`src/rtl/btn_conditioner.sv`:
```
// Button input conditioning: per-bit synchronizer, debounce counter and edge detector.
// Produces clean debounced levels plus registered one-cycle press/release pulses.
module btn_conditioner #(
  parameter int unsigned WIDTH           = 8,
  parameter int unsigned SYNC_STAGES     = 2,
  parameter int unsigned DEBOUNCE_CYCLES = 1000,
  parameter int unsigned CNT_W           = 16
) (
  input  logic             clk,
  input  logic             rst_n,
  input  logic             ena,
  input  logic [WIDTH-1:0] btn_raw,
  output logic [WIDTH-1:0] btn_level,
  output logic [WIDTH-1:0] btn_press,
  output logic [WIDTH-1:0] btn_release,
  output logic             any_press
);

  localparam logic [CNT_W-1:0] CntMax = CNT_W'(DEBOUNCE_CYCLES - 1);
  localparam logic [CNT_W-1:0] CntOne = CNT_W'(1);

  logic [WIDTH-1:0] sync_q [SYNC_STAGES];
  logic [WIDTH-1:0] s;

  logic [WIDTH-1:0] db_q, db_d;
  logic [CNT_W-1:0] cnt_q [WIDTH];
  logic [CNT_W-1:0] cnt_d [WIDTH];
  logic [WIDTH-1:0] press_q, press_d;
  logic [WIDTH-1:0] release_q, release_d;

  // Synchronizer runs every cycle, independent of ena.
  always_ff @(posedge clk or negedge rst_n) begin
    if (!rst_n) begin
      for (int k = 0; k < SYNC_STAGES; k++) begin
        sync_q[k] <= '0;
      end
    end else begin
      sync_q[0] <= btn_raw;
      for (int k = 1; k < SYNC_STAGES; k++) begin
        sync_q[k] <= sync_q[k-1];
      end
    end
  end

  assign s = sync_q[SYNC_STAGES-1];

  // Counter clears whenever the synchronized level agrees with db or ena is low,
  // so any deviation shorter than DEBOUNCE_CYCLES is forgotten.
  always_comb begin
    db_d = db_q;
    for (int i = 0; i < WIDTH; i++) begin
      cnt_d[i] = '0;
      if (ena && (s[i] != db_q[i])) begin
        if (cnt_q[i] == CntMax) begin
          db_d[i] = s[i];
        end else begin
          cnt_d[i] = cnt_q[i] + CntOne;
        end
      end
    end
    press_d   = db_d & ~db_q;
    release_d = db_q & ~db_d;
  end

  always_ff @(posedge clk or negedge rst_n) begin
    if (!rst_n) begin
      db_q      <= '0;
      press_q   <= '0;
      release_q <= '0;
      for (int i = 0; i < WIDTH; i++) begin
        cnt_q[i] <= '0;
      end
    end else begin
      db_q      <= db_d;
      press_q   <= press_d;
      release_q <= release_d;
      for (int i = 0; i < WIDTH; i++) begin
        cnt_q[i] <= cnt_d[i];
      end
    end
  end

  assign btn_level   = db_q;
  assign btn_press   = press_q;
  assign btn_release = release_q;
  assign any_press   = |press_q;

endmodule

```
`config.mk`:
```
export PLATFORM = sky130hd
export DESIGN_NAME = btn_conditioner
export DESIGN_NICKNAME = d
export VERILOG_FILES = /design/src/rtl/btn_conditioner.sv
export SDC_FILE = /design/constraint.sdc
export NUM_CORES = 1
export LEC_CHECK = 0
export BUFFER_PORTS_ARGS = -buffer_cell sky130_fd_sc_hd__buf_2
export CORE_MARGIN = 8
export CORE_UTILIZATION = 40
export DETAILED_ROUTE_END_ITERATION = 10
export MAX_ROUTING_LAYER = met4
export SLEW_MARGIN = 25
export SYNTH_ARGS = -nofsm -noshare
export SYNTH_HDL_FRONTEND = slang
export SYNTH_SLANG_ARGS = --single-unit
```
`constraint.sdc`:
```
create_clock -name clk -period 2.5 [get_ports clk]
set_input_delay 0.5 -clock clk [delete_from_list [all_inputs] [get_ports clk]]
set_output_delay 0.5 -clock clk [all_outputs]
set_load 0.005 [all_outputs]
```
After elaboration in Yosys (flattened, before gate mapping)

Cells that the tools add are included.
Widths: inputs -> output; s select.

Reduce and logical (&&, ||, !) cells: 9
Muxes and demuxes: 32
Equal/unequal tests: 16
Bitwise operators: 4
$add $sub $neg: 8

Operators by type and width:

| cell                  | count |
|---|---|
| $mux 16               | 16 |
| $add 16x1->16 const B | 8 |
| $eq 16x10->1 const B  | 8 |
| $and 8x8->8           | 2 |
| $mux 1                | 16 |
| $not 8->8             | 2 |
| $logic_and 1x1->1     | 8 |
| $ne 1x1->1            | 8 |
| $reduce_or 8->1       | 1 |

Logic and storage cells: 82
Flip-flop bits (word level): 168
Output and inout port bits: 25
Bits of input ports: 11

Logic depth before layout (Yosys ltp)

Word-level depth: 5
Depth in mapped cells: 7
Depth with buffers taken out: 5

Worst setup path before layout

No wires, ideal clock.

Path kind: reg2reg
Start: register cnt_q[77] (netlist bit)
End: register db_q[3] (netlist: btn_level[3])
Stages on the path, launching flop included: 4
Period minus slack after synthesis: 1836 ps
Required time: 2375 ps
Library setup time: 125 ps
Path buffers: 0
Path slack: 664 ps
Data arrival time: 1711 ps
Cell sequence: dfrtp_1 or4_4 or4_4 mux2_4

Longest elaborated chain between the ends: 3

RTL lines:

| what                            | line | source |
|---|---|---|
| start, declared                 | 26   | `logic [CNT_W-1:0] cnt_q [WIDTH];` |
| start signal, assigned by index | 78   | `cnt_q[i] <= cnt_d[i];` |
| $eq 16x10->1                    | 54   | `if (cnt_q[i] == CntMax) begin` |
| $mux 1                          | 54   |  |
| $mux 1                          | 53   | `if (ena && (s[i] != db_q[i])) begin` |
| via db_d[3]                     | 25   | `logic [WIDTH-1:0] db_q, db_d;` |
| end signal, assigned            | 67   | `db_q <= '0;` |
| end signal, assigned            | 74   | `db_q <= db_d;` |
| end, declared                   | 25   |  |

The timed path passes the listed nets, and every way through them passes these cells.

Final worst setup path

Start: register press_q[4] (netlist: btn_press[4])
End: output any_press

Longest elaborated chain between the ends: 1

RTL lines:

| what                   | line | source |
|---|---|---|
| start, declared        | 28   | `logic [WIDTH-1:0] press_q, press_d;` |
| start signal, assigned | 75   | `press_q <= press_d;` |
| $reduce_or 8->1        | 86   | `assign any_press = \|press_q;` |
| end, declared          | 16   | `output logic any_press` |

No other way between the ends.

==> results.py <==
metrics = {
    "outcome": {
        "status": "complete, no violations",
    },
    "sta": {
        "finClkSkew_ns": 0.008996,
        "finalSetupTns_ns": 0,
        "slew_headroom_pct": 58.17,
        "worst_pin_slew_ns": 0.6256,
        "finalSetupViolCount": 0,
        "fmax_mhz": 464.8,
        "holdWs_ns": 0.04366,
        "hold_viol_final": 0,
        "finalMaxSlewViolations": 0,
        "post-route-period-util_pct": 86.06,
        "finalCriticalPeriod_ns": 2.152,
        "rsz0062_at_grt": "false",
        "worst_slack_ns": 0.3485,
    },
    "synthesis": {
        "ys_seq_area_share_pct": 55.15,
        "ys_top_cells_by_area": "dfrtp_1 55%, xnor2_1 9.9%, nor2_1 7.0%",
        "ys_warn_count": 0,
        "synth_top_area_cell": "dfrtp_1",
        "synthMuxAreaShare_pct": 1.231,
        "synth_top_family_by_area": "simple AND/OR/NAND/NOR gates",
        "synth_xor_area_share_pct": 13.33,
        "netlist_instances": 735,
        "ys_types": 37,
        "yosysTopAreaCellShare_pct": 55.15,
        "yosys.area_share.simple_pct": 26.05,
        "synth_fa_ha_area_share_pct": 1.313,
        "avgSynthCellArea_um2": 10.37,
        "syn_area_um2": 7624,
        "synth_seq_cells": 168,
        "synth_compound_area_share_pct": 0.8206,
        "syn-num-nets": 754,
    },
    "finish": {
        "antenna_cells": 0,
        "fill_cells": 1702,
        "final_net_count": 799,
        "final_common_cell": "dfrtp_1",
        "layout-drive-gt1-share_pct": 11.10,
        "syn_to_final_growth_pct": 13.49,
        "layout_common_cells": "168 x dfrtp_1, 142 x nor2_1, 86 x xnor2_1",
    },
    "placed_design": {
        "globalplace.congestion": 0.7813,
        "port_buffers": 35,
        "hpwl_mm": 9.738,
        "pre_cts_ws_ns": 0.4490,
    },
    "clock_network": {
        "cts-resized-gates": 0,
        "insertion_delay_ns": 0.42,
        "cts_sinks": 168,
        "cts_tree": "yes",
        "cts_hold_buf": 0,
        "cts-buffers-inserted": 17,
        "cts.path.max_buffers": 2,
        "cts.clk_slew.worst_paths_ns": 0.07,
        "cts_root_buf": "clkbuf_16",
        "cts_htree_levels": 4,
        "cts_setup_buffers": 0,
    },
    "die": {
        "rows": 50,
        "fp.dieW_um": 154.1,
        "start_util_pct": 40.76,
        "die-area_um2": 23730,
        "coreArea_um2": 18710,
        "io_pins": 36,
        "die_h_um": 154.1,
    },
    "route": {
        "wl_mm": 14.56,
        "drc": 0,
        "vias": 5220,
        "drt-initial-drc-count": 288,
        "antenna_left": 0,
        "viasPerCell": 5.083,
        "wl_per_cell_um": 14.18,
        "dr.pass1.iters": 4,
    },
    "pwr": {
        "leakage_uw": 0.003468,
        "power.density_nw_per_um2": 630.6,
        "peakVddDrop_v": 0.0004334,
    },
    "critical_path": {
        "r2r_slack_ns": 0.44,
        "crit_type": "reg2out",
        "worstPathRequired_ns": 2.00,
        "endpoint_kind": "primary output",
        "crit_start": "btn_press[4]",
        "worst-path-max-fanout": 2,
        "startpoint_type": "flip-flop",
        "worstPathArrival_ns": 1.65,
        "reg2reg_from": "cnt_q[26]",
    },
    "global_routing": {
        "grt_use_total_pct": 13.42,
        "grt_pass1_wl_mm": 25.41,
        "grt_remaining_overflow": 0,
        "grt_start_max_net_pins": 60,
        "grt_antenna_before_repair": 0,
        "first_global_vias": 5153,
    },
    "worst_hold_path": {
        "hp-class": "in2async",
    },
    "job": {
        "cap_violations": 0,
    },
}
-- logic make-up after synthesis --
logic type	count (synthesis)
buffers and inverters	37
adders and majority gates	8
AOI/OAI and AO/OA	10
and+or+nand+nor	388
xor gates and xnor gates	116
DFF	168
muxes	8
-- cell usage after synthesis (all sizes together) --
cell type,instances
dfrtp,168
nor2,142
xnor2,86
nor4,45
nand3,44
nand2,40
nand4,35
xor2,30
nor3,28
inv,23
nor3b,18
or4,9
ha,8
mux2,8
buf,7
clkbuf,7
nor4b,5
or3,5
a21oi,4
nand4b,4
and4,3
nand3b,3
a31o,2
nor4bb,2
o21ai,2
or2,2
or4b,2
a21o,1
and2,1
o31ai,1
-- where the power goes --
group          internal (µW)  switching (µW)
Sequential              2740            22.2
Combinational           35.2             105
Clock                   1390            1160
Total                   4170            1280
-- critical path, stage by stage, from the launching register on --
cell and delay, ns:
dfrtp_1 0.43, nor4_1 0.57, nand2_1 0.08, buf_2 0.15
-- final cells by class --
type                            instances  area (µm²)  share of cell area [%]
Sequential cell                       168        4204                   48.59
Timing Repair Buffer                   40       244.0                   2.820
Clock buffer                           17       425.4                   4.917
Tap cell                              234       292.8                   3.384
Inverter                               23       86.33                  0.9978
Multi-Input combinational cell        530        3258                   37.66
Clock inverter                         15       141.4                   1.634
-- metal layers --
| metal | track usage [%] | wire [µm] | vias up |
|---|---|---|---|
| met2 | 20.53 | 6575 | 67 |
| met1 | 17.09 | 7239 | 2497 |
| li1 | - | - | 2646 |
| met5 | - | 0 | - |
| met4 | 4.060 | 154 | 0 |
| met3 | 3.700 | 591 | 10 |
-- path summary, 6_finish.rpt --
path / endpoint / cells past startpoint
max: any_press / 3
min in group clk: sync_q[15] / 1
max in group asynchronous: cnt_q[43] / 2
min reg2reg: s[7] / 0
min: s[1] / 1
max reg2reg: cnt_q[19] / 4
-- stage by stage --
stage | cell area (µm²) | utilization (%) | total power, µW | instances
2_1_floorplan | 7624 | - | 2871 | 735
3_3_place_gp | 8085 | 43.22 | 2965 | 995
3_5_place_dp | 8085 | 43.22 | 2964 | 995
4_1_cts | 8652 | 46.25 | 5550 | 1027
5_1_grt | 8652 | 46.25 | 5671 | 1027
6_report | 8652 | 46.25 | 5456 | 1027
-- state kept, by name, indices dropped and copies added, names as in the netlist --
register     flops
btn_level        8
btn_press        8
btn_release      8
cnt_q          128
s                8
sync_q           8
Note: power is estimated with default switching activity, not from simulation.
